<file path="src/rtl/fetch_seq.sv">
// fetch_seq: instruction fetch and data-access sequencer.
// Fetches instruction bytes at pc and hands each one to the controller for a
// single EXEC cycle. On request it performs one load or store on the shared
// memory bus, then resumes fetching. It owns the program counter.
// Optional build macro: FETCH_TIMEOUT_EN adds an ack-wait watchdog. When the
// watchdog fires it halts the sequencer and sets a sticky bus_err.
module fetch_seq #(
  parameter int                ADDR_W         = 16,
  parameter logic [ADDR_W-1:0] RESET_PC       = '0,
  parameter int                TIMEOUT_CYCLES = 255
) (
  input  logic              clk,
  input  logic              rst,
  output logic [7:0]        instr,
  output logic              instr_valid,
  input  logic              fetch,
  input  logic              we,
  input  logic [3:0]        addr_offset,
  input  logic [ADDR_W-1:0] data_base,
  input  logic [7:0]        store_data,
  output logic [7:0]        load_data,
  output logic              load_valid,
  input  logic              halt,
  output logic [ADDR_W-1:0] pc,
  output logic              mem_req,
  output logic              mem_we,
  output logic [ADDR_W-1:0] mem_addr,
  output logic [7:0]        mem_wdata,
  input  logic [7:0]        mem_rdata,
  input  logic              mem_ack,
  output logic              bus_err
);

  typedef enum logic [1:0] {
    S_IFETCH = 2'd0,
    S_EXEC   = 2'd1,
    S_DATA   = 2'd2,
    S_HALT   = 2'd3
  } state_t;

  state_t            state_q;
  state_t            state_d;
  logic [ADDR_W-1:0] pc_q;
  logic [7:0]        instr_q;
  logic [7:0]        load_data_q;
  logic              load_valid_q;
  logic [ADDR_W-1:0] dat_addr_q;
  logic              dat_we_q;
  logic [7:0]        dat_wdata_q;
  logic              in_req;
  logic              take_data;
  logic              timeout_hit;

  assign in_req    = (state_q == S_IFETCH) || (state_q == S_DATA);
  assign take_data = (state_q == S_EXEC) && !halt && fetch;

  // Next state and bus/strobe decode. Bus outputs are forced low while reset is
  // asserted, so a reset during a transfer abandons it in the same cycle.
  always_comb begin
    state_d     = state_q;
    instr_valid = 1'b0;
    mem_req     = 1'b0;
    mem_we      = 1'b0;
    mem_addr    = '0;
    mem_wdata   = '0;
    case (state_q)
      S_IFETCH: begin
        mem_req  = 1'b1;
        mem_addr = pc_q;
        if (mem_ack)          state_d = S_EXEC;
        else if (timeout_hit) state_d = S_HALT;
      end
      S_EXEC: begin
        instr_valid = 1'b1;
        if (halt)       state_d = S_HALT;
        else if (fetch) state_d = S_DATA;
        else            state_d = S_IFETCH;
      end
      S_DATA: begin
        mem_req   = 1'b1;
        mem_we    = dat_we_q;
        mem_addr  = dat_addr_q;
        mem_wdata = dat_wdata_q;
        if (mem_ack)          state_d = S_IFETCH;
        else if (timeout_hit) state_d = S_HALT;
      end
      default: begin
        // HALT: bus idle, only reset leaves this state
      end
    endcase
    if (rst) begin
      mem_req   = 1'b0;
      mem_we    = 1'b0;
      mem_addr  = '0;
      mem_wdata = '0;
    end
  end

  // State, program counter, fetched instruction and load result.
  always_ff @(posedge clk or posedge rst) begin
    if (rst) begin
      state_q      <= S_IFETCH;
      pc_q         <= RESET_PC;
      instr_q      <= '0;
      load_data_q  <= '0;
      load_valid_q <= 1'b0;
    end else begin
      state_q      <= state_d;
      load_valid_q <= (state_q == S_DATA) && mem_ack && !dat_we_q;
      if ((state_q == S_IFETCH) && mem_ack) begin
        instr_q <= mem_rdata;
        pc_q    <= pc_q + ADDR_W'(1);
      end
      if ((state_q == S_DATA) && mem_ack && !dat_we_q) begin
        load_data_q <= mem_rdata;
      end
    end
  end

  // Capture the data access during EXEC so that address, direction and write
  // data stay stable for the whole DATA request.
  always_ff @(posedge clk) begin
    if (take_data) begin
      dat_addr_q  <= data_base + ADDR_W'(addr_offset);
      dat_we_q    <= we;
      dat_wdata_q <= store_data;
    end
  end

  assign instr      = instr_q;
  assign pc         = pc_q;
  assign load_data  = load_data_q;
  assign load_valid = load_valid_q;

`ifdef FETCH_TIMEOUT_EN
  localparam int TMO_W = ($clog2(TIMEOUT_CYCLES + 1) > 8) ? $clog2(TIMEOUT_CYCLES + 1) : 8;

  logic [TMO_W-1:0] tmo_cnt_q;
  logic             bus_err_q;

  // The watchdog fires on the last unanswered cycle. mem_ack in that same
  // cycle still completes the transfer normally.
  assign timeout_hit = in_req && !mem_ack && (tmo_cnt_q == TMO_W'(TIMEOUT_CYCLES - 1));

  // Count unanswered request cycles; any cycle that is not waiting restarts it.
  always_ff @(posedge clk or posedge rst) begin
    if (rst) begin
      tmo_cnt_q <= '0;
      bus_err_q <= 1'b0;
    end else begin
      if (in_req && !mem_ack) tmo_cnt_q <= tmo_cnt_q + TMO_W'(1);
      else                    tmo_cnt_q <= '0;
      if (timeout_hit) bus_err_q <= 1'b1;
    end
  end

  assign bus_err = bus_err_q;
`else
  logic unused_timeout;

  assign unused_timeout = ^{in_req, TIMEOUT_CYCLES};
  assign timeout_hit    = 1'b0;
  assign bus_err        = 1'b0;
`endif

endmodule
</file>
<file path="config.mk">
export PLATFORM = sky130hd
export DESIGN_NAME = fetch_seq
export DESIGN_NICKNAME = d
export VERILOG_FILES = /design/src/rtl/fetch_seq.sv
export SDC_FILE = /design/constraint.sdc
export NUM_CORES = 1
export LEC_CHECK = 0
export CAP_MARGIN = 20
export CORE_ASPECT_RATIO = 0.5
export CORE_MARGIN = 3
export CORE_UTILIZATION = 35
export DETAILED_ROUTE_END_ITERATION = 8
export GPL_TIMING_DRIVEN = 1
export PLACE_DENSITY = 0.62
export SLEW_MARGIN = 25
export SYNTH_ARGS = -nofsm -noshare
export SYNTH_HDL_FRONTEND = slang
export SYNTH_SLANG_ARGS = --single-unit
</file>
<file path="constraint.sdc">
create_clock -name clk -period 2.7 [get_ports clk]
set_input_delay 0.27 -clock clk [delete_from_list [all_inputs] [get_ports clk]]
set_output_delay 0.27 -clock clk [all_outputs]
set_load 0.05 [all_outputs]
</file>
# Word level (Yosys, flattened, before mapping)
# Index checks and enable logic that the tools add are counted.
# classes
add_sub_neg	2
n_eq_ne	4
n_mux	14
reduce_logical	11
# op_table
operator	n
16-bit one-hot mux with 2 select lines	1
16-bit by 1-bit adder with 16-bit output, second input constant	1
16-bit by 4-bit adder with 16-bit output	1
16-bit two-way mux	1
8-bit two-way mux	2
2-bit two-way mux	4
2-bit one-hot mux with 3 select lines	1
1-bit logical AND	5
1-bit two-way mux	5
2-bit inequality test, second input constant	2
3-bit AND reduction	1
3-bit nonzero test	1
2-bit by 1-bit equality test with 1-bit output, second input constant	1
2-bit equality test, second input constant	1
1-bit logical NOT	2
2-bit logical NOT	1
2-bit OR reduction	1
# word_totals
reg_bits	60
in_bits	42
out_inout_bits	61

# Depth between registers and ports, before layout
# logic_depth
ltp_word	4
mapped_depth	6
ltp_nobuf	6

# Least setup slack after synthesis
# Ideal clock, no wire load.
# synth_timing
path_type	flip-flop to flip-flop
start	register state_q[1]
end	register dat_addr_q[0] (enable)
arrival_time_ns	1.761
path_slack_ns	0.555
stages_incl_launch_ff	4
n_path_buf	0
period_less_slack_ns	2.145
cell_sequence	dfrtp_1 -> inv_1 -> ha_1 -> and3_1
# synth_between
elab_chain_len	3
# synth_lines
element	line_no	source
from (decl)	41	state_t state_q;
from (signal assigned)	108	state_q <= state_d;
2-bit by 1-bit equality test with 1-bit output	55	assign take_data = (state_q == S_EXEC) && !halt && fetch;
1-bit logical AND (2 in a row)	55	
named net take_data	51	logic take_data;
to (signal assigned)	124	dat_addr_q <= data_base + ADDR_W'(addr_offset);
to (decl)	47	logic [ADDR_W-1:0] dat_addr_q;
# The timed path passes the listed nets, and every way through them passes these cells.
# A chain may end at the register's enable or synchronous reset.

# Final worst setup path
# layout_timing
start	register state_q[0]
end	output mem_req
# layout_between
elab_chain_len	4
word_cells_on_any_way	5
# layout_lines
element	line_no	source
2-bit equality test / 2-bit logical NOT (equally long branches)	66	case (state_q)
2-bit OR reduction (no source line) (*)	-	
1-bit two-way mux (*)	66	
1-bit two-way mux (*)	91	if (rst) begin
to (decl)	25	output logic mem_req,
# Every way passes the cells marked *; elsewhere a longest branch is shown, timed or not.

==> flow_metrics.tcl <==
set metrics [dict create \
    outcome "finished, final reports clean" \
    die_h_um 70.1 \
    ys_types 45 \
    grt_pass1_vias 2105 \
    syn-num-nets 285 \
    ir_drop_mv 0.561 \
    rsz0062_at_grt "no" \
    grt-ovfl-total 0 \
    clockRootBuffer "clkbuf_16" \
    vias 2113 \
    detail_route.wl_per_cell_um 14.8 \
    p_leak_nw 1.91 \
    relSlewSlack_pct 57.0 \
    rows 22 \
    yosysSeqAreaShare_pct 56.5 \
    cts_buffer_depth 2 \
    grt_max_degree 27 \
    wl_um 6730 \
    h-tree-depth 3 \
    hold_viol 0 \
    hpwl_um 5330 \
    maxCapViolCount 0 \
    ys_warn_count 0 \
    grt_antenna_before_repair 0 \
    core-area_um2 7650 \
    drive_above_1_share_pct 19.8 \
    worstPathMaxFanout 17 \
    fin_setup_tns_ps 0 \
    final_net_count 394 \
    async_reset_ff_share_pct 58.3 \
    endpoint_kind "output port" \
    synth_edf_count 25 \
    max_freq_mhz 453 \
    synth.avg_cell_area_um2 12.3 \
    insertion_delay_ps 320 \
    synth_area_um2 2880 \
    die_area_um2 9410 \
    vias_per_cell 4.63 \
    cts_buffers 9 \
    ys.flop_type "dfrtp_1" \
    cts_setup_buffers 0 \
    io_buffer_count 101 \
    hold_class "in2async" \
    drc 0 \
    stdcell_count 456 \
    start_kind "register" \
    dr.pass1.iters 4 \
    clkTransAtPathRegs_ps 50 \
    cts_sinks 60 \
    finalMaxSlewViolations 0 \
    fin_crit_ps 2210 \
    tightest_slew_ps 644 \
    power.density_nw_per_um2 961 \
    syn_inst 234 \
    diodes 0 \
    power_mw 4.39 \
    syn_to_final_growth_pct 58.8 \
    die_x_um 134 \
    drt_iter0_markers 51 \
    cts_tree "done" \
    initial_core_util_pct 37.6 \
    arrival_ps 1940 \
    synth-seq-cells 60 \
    gp_congestion 0.842 \
    grt_usage_pct 14.9 \
    setup_viol 0 \
    crit_type "reg2out" \
    finClkSkew_ps 5.64 \
    whs_ps 403 \
    ctsResizeCount 0 \
    io_pins 103 \
    dp_cells 440 \
    grt_pass1_wl_um 11000 \
    min_period_over_period_pct 81.7 \
    ant_nets 0 \
    ctsHoldBuffers 0 \
    cp.required_ps 2430 \
]
[cell type report]
class / instances / area, um^2
Clock inverter: 6 / 35.0
Sequential cell: 60 / 1630
Timing Repair Buffer: 105 / 1310
Fill cell: 622 / 3080
Clock buffer: 10 / 250
Multi-Input combinational cell: 162 / 1190
Tap cell: 108 / 135
Inverter: 5 / 18.8
[routing by layer]
| layer | up-vias | track usage, % | routed length, um |
|---|---|---|---|
| li1 | 1048 | - | - |
| met1 | 1008 | 19.0 | 3080 |
| met2 | 52 | 24.4 | 3280 |
| met3 | 5 | 4.82 | 318 |
| met4 | 0 | 4.06 | 46 |
| met5 | - | 0 | 0 |
[worst paths after layout]
path / from / endpoint / slack, ps / cells after the start
max: state_q[0] / mem_req / 490 / 6
min: rst / pc[2] / 400 / 2
max reg2reg: state_q[0] / pc[13] / 1010 / 6
min reg2reg: load_data[3] / load_data[3] / 480 / 2
max in group asynchronous: rst / load_data[0] / 1770 / 3
min in group clk: load_data[3] / load_data[3] / 480 / 2
[flip-flops by register name (all words and copies together) (netlist names)]
name	count
instr	8
state_q	2
dat_we_q	1
pc	16
load_data	8
dat_wdata_q	8
load_valid	1
dat_addr_q	16
[cells in the mapped netlist (2+ instances only)]
master	count	area share (%)
mux2_2	9	3.5
a21o_1	2	0.52
nand3_1	7	1.2
xor2_1	11	3.3
a22o_1	15	4.6
buf_2	4	0.70
nor2b_1	2	0.43
edfxtp_1	25	26
nand2_1	34	4.4
nor3_2	2	0.70
xnor2_1	18	5.5
a21oi_1	2	0.35
nand4_1	5	1.1
and4_1	2	0.61
dfrtp_1	35	30
nor2_1	9	1.2
inv_1	4	0.52
and2_1	10	2.2
and3_1	5	1.1
ha_1	8	3.5
[cell usage in the layout, fill, tap and decap left out, types with 5 or more instances in the layout]
cell type        instances
xor2_1                  11
nand3_1                  7
dfrtp_1                 35
xnor2_1                 18
nor2_1                   9
and2_1                  10
clkdlybuf4s50_1         75
ha_1                     8
nand4_1                  5
and3_1                   5
nand2_1                 34
buf_12                  27
clkbuf_16               10
a22o_1                  15
mux2_2                   9
edfxtp_1                25
[power by group]
group | switching (mW) | internal, mW
Clock | 0.392 | 0.672
Sequential | 0.156 | 1.18
Combinational | 1.22 | 0.775
[metrics by stage]
stage	worst slack (ps)	cell area (um^2)	util [%]
floorplan	555	2880	-
global route	417	4570	59.7
CTS	490	4570	59.7
finish	494	4570	59.7
detailed placement	330	4280	56.0
global placement	363	4280	56.0
[cell families (layout without fill, tap and decap cells)]
family          Yosys count  after routing  synth area share (%)
simple gates             87             87                  17.0
flops                    60             60                  56.5
xor+xnor                 29             29                  8.83
compound gates           26             26                  7.39
buf+inv                  12            126                  2.13
mux                      10             10                  3.87
fa+ha+maj                 9              9                  4.17
other cells               1              1                 0.130
[worst max-delay path, cell delays in order (launching register included)]
cell     delay, ps
dfrtp_1        400
inv_1          100
ha_1           280
nor2b_1        160
buf_4          190
or2_2          330
buf_12         160
Note: power is estimated with default switching activity, not from simulation.
